===== src/rtl/alu_shift_stage.sv =====
// Post-ALU stage: optional shift/rotate through carry, one bit per clock,
// with the final word and flags held behind a valid/ready handshake.
module alu_shift_stage #(
  parameter int WIDTH = 4,
  parameter int AMT_W = $clog2(WIDTH)
) (
  input  logic             clk,
  input  logic             rst_n,
  input  logic             in_valid,
  output logic             in_ready,
  input  logic [WIDTH-1:0] in_r,
  input  logic             in_c,
  input  logic [1:0]       shift_op,
  input  logic [AMT_W-1:0] shift_amt,
  output logic             out_valid,
  input  logic             out_ready,
  output logic [WIDTH-1:0] out_data,
  output logic             out_c,
  output logic             out_z,
  output logic             out_n
);

  typedef enum logic [1:0] {
    IDLE  = 2'd0,
    SHIFT = 2'd1,
    HOLD  = 2'd2
  } state_t;

  localparam logic [1:0] OP_PASS = 2'b00;
  localparam logic [1:0] OP_SLL  = 2'b01;
  localparam logic [1:0] OP_SRL  = 2'b10;
  localparam logic [1:0] OP_RRC  = 2'b11;

  state_t           state_reg, state_next;
  logic [WIDTH-1:0] work_reg, work_next;
  logic             carry_reg, carry_next;
  logic [AMT_W-1:0] cnt_reg, cnt_next;
  logic [1:0]       op_reg, op_next;

  // State and datapath registers
  always_ff @(posedge clk or negedge rst_n) begin
    if (!rst_n) begin
      state_reg <= IDLE;
      work_reg  <= '0;
      carry_reg <= 1'b0;
      cnt_reg   <= '0;
      op_reg    <= OP_PASS;
    end else begin
      state_reg <= state_next;
      work_reg  <= work_next;
      carry_reg <= carry_next;
      cnt_reg   <= cnt_next;
      op_reg    <= op_next;
    end
  end

  // Next-state logic; a pass op or zero amount skips SHIFT entirely
  always_comb begin
    state_next = state_reg;
    case (state_reg)
      IDLE: begin
        if (in_valid) begin
          if (shift_op == OP_PASS || shift_amt == '0) state_next = HOLD;
          else                                         state_next = SHIFT;
        end
      end
      SHIFT: begin
        if (cnt_reg == AMT_W'(1)) state_next = HOLD;
      end
      HOLD: begin
        if (out_ready) state_next = IDLE;
      end
      default: state_next = IDLE;
    endcase
  end

  // Datapath: load in IDLE, single-bit step per SHIFT cycle, frozen in HOLD
  always_comb begin
    work_next  = work_reg;
    carry_next = carry_reg;
    cnt_next   = cnt_reg;
    op_next    = op_reg;
    case (state_reg)
      IDLE: begin
        if (in_valid) begin
          work_next  = in_r;
          carry_next = in_c;
          op_next    = shift_op;
          cnt_next   = shift_amt;
        end
      end
      SHIFT: begin
        cnt_next = cnt_reg - AMT_W'(1);
        case (op_reg)
          OP_SLL: begin
            carry_next = work_reg[WIDTH-1];
            work_next  = {work_reg[WIDTH-2:0], 1'b0};
          end
          OP_SRL: begin
            carry_next = work_reg[0];
            work_next  = {1'b0, work_reg[WIDTH-1:1]};
          end
          OP_RRC: begin
            carry_next = work_reg[0];
            work_next  = {carry_reg, work_reg[WIDTH-1:1]};
          end
          default: ;
        endcase
      end
      default: ;
    endcase
  end

  // Outputs
  always_comb begin
    in_ready  = (state_reg == IDLE);
    out_valid = (state_reg == HOLD);
  end

  assign out_data = work_reg;
  assign out_c    = carry_reg;
  assign out_z    = (work_reg == '0);
  assign out_n    = work_reg[WIDTH-1];

endmodule


===== config.mk =====
export PLATFORM = sky130hd
export DESIGN_NAME = alu_shift_stage
export DESIGN_NICKNAME = d
export VERILOG_FILES = /design/src/rtl/alu_shift_stage.sv
export SDC_FILE = /design/constraint.sdc
export NUM_CORES = 1
export LEC_CHECK = 0
export CORE_MARGIN = 2
export CORE_UTILIZATION = 43
export CTS_CLUSTER_SIZE = 40
export DETAILED_ROUTE_END_ITERATION = 8
export PLACE_DENSITY = 0.85
export SLEW_MARGIN = 10
export SYNTH_ARGS = -nofsm -noshare
export SYNTH_HDL_FRONTEND = slang
export SYNTH_SLANG_ARGS = --single-unit
export TNS_END_PERCENT = 5

===== constraint.sdc =====
create_clock -name clk -period 1.32 [get_ports clk]
set_input_delay 0.264 -clock clk [delete_from_list [all_inputs] [get_ports clk]]
set_output_delay 0.264 -clock clk [all_outputs]
set_load 0.03 [all_outputs]

== After elaboration in Yosys (flattened, before gate mapping) ==
Index checks and enable logic that the tools add are counted.

* Add/sub/neg operators: 1
* Multiply operators: 0
* Divide/modulo/power cells: 0
* Order comparisons: 0
* Equality and inequality tests: 11
* Shift operators: 0
* Mux-type cells: 13
* Bitwise operators: 0
* Reductions and logical operators: 12

{| class="wikitable"
|+ Operator list
! kind !! number
|-
| $pmux W4 S3 || 1
|-
| $mux W2 || 5
|-
| $reduce_and A3 Y1 || 3
|-
| $pmux W4 S2 || 1
|-
| $eq A2 B1 Y1 const B || 3
|-
| $eq A2 B2 Y1 const B || 3
|-
| $logic_not A2 Y1 || 3
|-
| $pmux W2 S3 || 1
|-
| $logic_not A4 Y1 || 1
|-
| $mux W4 || 1
|-
| $ne A2 B2 Y1 const B || 2
|-
| $ne A4 B1 Y1 const B || 1
|-
| $pmux W1 S2 || 2
|-
| $pmux W2 S2 || 1
|-
| $reduce_and A2 Y1 || 2
|-
| $ne A3 B2 Y1 const B || 1
|-
| $ne A2 B1 Y1 const B || 1
|-
| $reduce_bool A2 Y1 || 1
|-
| $reduce_or A2 Y1 || 1
|-
| $sub A2 B1 Y2 const B || 1
|-
| $logic_or A1 B1 Y1 || 1
|-
| $mux W1 || 1
|}

* Register bits: 11
* Bits in latches: 0
* Memory bits (writable): 0
* Bits in read-only memories: 0
* Input port bits: 13
* Output and inout port bits: 9
* Logic and storage cells: 42
* Memories: 0

== Logic depth before layout (Yosys ltp) ==
* Depth in word-level cells: 5
* Mapped depth: 5
* Depth with buffers taken out: 5

== Least setup slack after synthesis ==
Ideal clock, no wire load.

* Kind: register to output
* From: register work_reg[3] (netlist: out_data[3])
* To: output out_z
* Arrival: 1.546 ns
* Data required time: 1.056 ns
* Slack: -0.490 ns
* Stages on the path, launching flop included: 2
* Buffers on the path: 0
* Path through: dfrtp_1 nor4_1

* Longest elaborated chain between the ends: 1

{| class="wikitable"
|+ Ends and longest elaborated chain
! element !! line !! RTL
|-
| from (decl) || 35 || <nowiki>logic [WIDTH-1:0] work_reg, work_next;</nowiki>
|-
| from (signal assigned) || 50 || <nowiki>work_reg <= work_next;</nowiki>
|-
| $logic_not A4 Y1 || 122 || <nowiki>assign out_z = (work_reg == '0);</nowiki>
|-
| to (decl) || 19 || <nowiki>output logic out_z,</nowiki>
|}

Every way passes these cells.

== Worst setup path after layout ==
Same ends and word-level chain as after synthesis.

==> run_results.csv <==
group,metric,value,unit
run_status,status,"finished with violations",
run_status,violations,"negative setup slack",
critical_path,crit_type,"reg -> out",
timing,hold_violations,0,
power,leakage,0.000441,uW
logic_synthesis,synthesis.area,666,sq um
logic_synthesis,ys_seq_elements,11,
timing,finClkSkew,0.00264,ns
logic_synthesis,syn_nets,78,
clock_tree,clock_sinks,11,
placed_design,port_buffers,21,
placed_design,place_ws,-0.245,ns
run,maxCapViolations,0,
layout,largest_reg_flops,4,
layout,drive_above_1_share,0.379,
die,fp.dieArea,0.00188,sq mm
logic_synthesis,synth-seq-area-share,0.414,
route,vias_per_cell,5.46,
logic_synthesis,synth_warnings,0,
layout,antenna_cells,0,
global_routing,antenna_found_initial,0,
power,p_per_area,2630,mW/mm^2
clock_tree,cts_hold_buffers,0,
layout,area_growth,50.2,%
critical_path,critPathMaxFanout,2,
logic_synthesis,synth_top_area_cell,"dfrtp_1",
logic_synthesis,yosys_most_used_dff,"dfrtp_1",
die,fp.dieW,43.3,um
clock_tree,cts_htree_levels,1,
timing,min_period,1.43,ns
die,io_pins,22,
critical_path,reg2reg_depth,4,
critical_path,crit_path_start_kind,"flip-flop",
timing,relSlewSlack,0.788,
global_routing,grt_pass1_vias,654,
global_routing,grt_use_total,0.203,
placed_design,postPlaceCellArea,910,sq um
timing,tns,-0.180,ns
timing,period_share,1.08,
logic_synthesis,synth.top_cell.area_share,0.414,
logic_synthesis,synthCells,64,
layout,fin_util,0.679,
clock_tree,path_clk_slew,0.07,ns
layout,finalNetCount,110,
placed_design,place_congestion,0.691,
critical_path,endpoint_kind,"output port",
global_routing,grt_max_degree,12,
placed_design,dp_hpwl,1.18,mm
route,drt_first_iter_violations,12,
timing,rsz0062_at_grt,"true",
critical_path,slowest_stage,"dfrtp_2",
die,core_area,0.00147,sq mm
worst_hold_path,hp-class,"in -> async",
timing,setup_viol,4,
logic_synthesis,synth.distinct_cells,28,
route,avgRoutedWirePerCell,14.2,um
critical_path,arrival,1.16,ns
power,peakVddDrop,1.46,mV
global_routing,grt_pass1_wl,2.77,mm
critical_path,slowest_delay,0.42,ns
placed_design,placed_cells,103,
clock_tree,clk_latency,0.28,ns
route,vias,606,
timing,tightest_slew,0.319,ns
timing,finalMaxSlewViolations,0,
clock_tree,cts_tree,"yes",
die,rows,14,
clock_tree,clk_path_buf_depth,2,
clock_tree,cts_root_buf,"clkbuf_4",
clock_tree,numCtsBuffers,3,
die,die_h,43.3,um
logic_synthesis,ys_top_cells_by_area,"dfrtp_1 41%, mux2_2 8.5%, mux2i_1 7.5%",
timing,max_freq,700,MHz
route,ant_nets,0,
critical_path,required,1.06,ns
route,drc,0,
global_routing,gr-total-overflow,0,
logic_synthesis,avgSynthCellArea,10.4,sq um
timing,layout_setup_ws,-0.108,ns
layout,final_cells,111,
layout,fin_area,1000,sq um
route,firstDrtPassIters,3,
critical_path,path_cells,"nor4_4 -> buf_4",
route,drt_wl_total,1.58,mm
logic_synthesis,async_reset_ff_frac,1.00,
die,initial_core_util,0.452,
logic_synthesis,synth-edff-count,0,
## routing by layer
| metal | up-vias | global-route usage | share of wire |
|---|---|---|---|
| met5 | - | 0 | 0 |
| met4 | 0 | 0.109 | 0.021 |
| met3 | 3 | 0.0458 | 0.076 |
| met2 | 23 | 0.349 | 0.51 |
| met1 | 289 | 0.235 | 0.40 |
| li1 | 291 | - | - |
## synth_stat cells (all sizes together) (2+ instances only)
| cell type | count |
|---|---|
| a21oi | 3 |
| nor3b | 2 |
| buf | 4 |
| o22a | 2 |
| mux2 | 5 |
| mux2i | 5 |
| inv | 4 |
| dfrtp | 11 |
| o21ai | 9 |
| nor2b | 2 |
| nor2 | 3 |
## cells in the final DEF, fill, tap and decap left out, types with 2 or more instances in the layout
cell              n
o21ai_0           6
dfrtp_2           2
mux2i_1           5
inv_1             4
clkbuf_4          3
o21ai_1           3
nor2_1            2
a21oi_1           3
o22a_1            2
buf_6             4
clkdlybuf4s50_1  12
mux2_2            5
dfrtp_1           9
buf_4            15
## logic make-up (layout without fill, tap and decap cells)
logic type	Yosys count	after routing	share of synthesized area
mux	10	10	0.160
buf+inv	8	39	0.0695
fa+ha+maj	1	1	0.0188
compound gates	19	19	0.199
simple gates	15	15	0.139
flops	11	11	0.414
## layout make-up
type	count	area, sq um
Sequential cell	11	278
Fill cell	129	472
Inverter	4	15.0
Clock buffer	4	26.3
Timing Repair Buffer	31	278
Multi-Input combinational cell	45	383
Tap cell	16	20.0
## worst max-delay path, delay by kind of cell (launching register included)
| family | cells | cell delay (ns) |
|---|---|---|
| DFF | 1 | 0.42 |
| and+or+nand+nor | 1 | 0.26 |
| buffers and inverters | 1 | 0.20 |
## report_power, final
group          leakage (uW)  total, uW  switching (uW)  internal, uW
clock network     0.0000150        243             126           118
registers          0.000132        712             202           511
logic              0.000294       1670             830           842
## repair_timing
item	CTS	global route
resized for setup	9	4
endpoints found under the hold margin	0	0
buffers inserted	4	0
endpoints found under the setup margin	3	8
cloned	0	0
pin swaps	0	1
## per-stage QoR
| stage | total power, uW | hold slack [ns] |
|---|---|---|
| after global routing | 2800 | 0.295 |
| after global placement | 2110 | 0.531 |
| after floorplan | 1730 | -0.0316 |
| final | 2630 | 0.279 |
| after CTS | 2600 | 0.293 |
| after detailed placement | 2170 | 0.534 |
## path summary, 6_finish.rpt
check	startpoint	to	slack, ns
worst min-delay path	rst_n	out_data[2]$_DFFE_PN0P_	0.28
worst max register to register	state_reg[1]$_DFFE_PN0P_	out_data[3]$_DFFE_PN0P_	0
worst min register to register	cnt_reg[1]$_DFFE_PN0P_	cnt_reg[1]$_DFFE_PN0P_	0.55
max in group asynchronous	rst_n	state_reg[1]$_DFFE_PN0P_	0.88
min in group clk	cnt_reg[1]$_DFFE_PN0P_	cnt_reg[1]$_DFFE_PN0P_	0.55
worst max-delay path	out_data[3]$_DFFE_PN0P_	out_z	-0.11
Power figures use the tool's default switching activity.
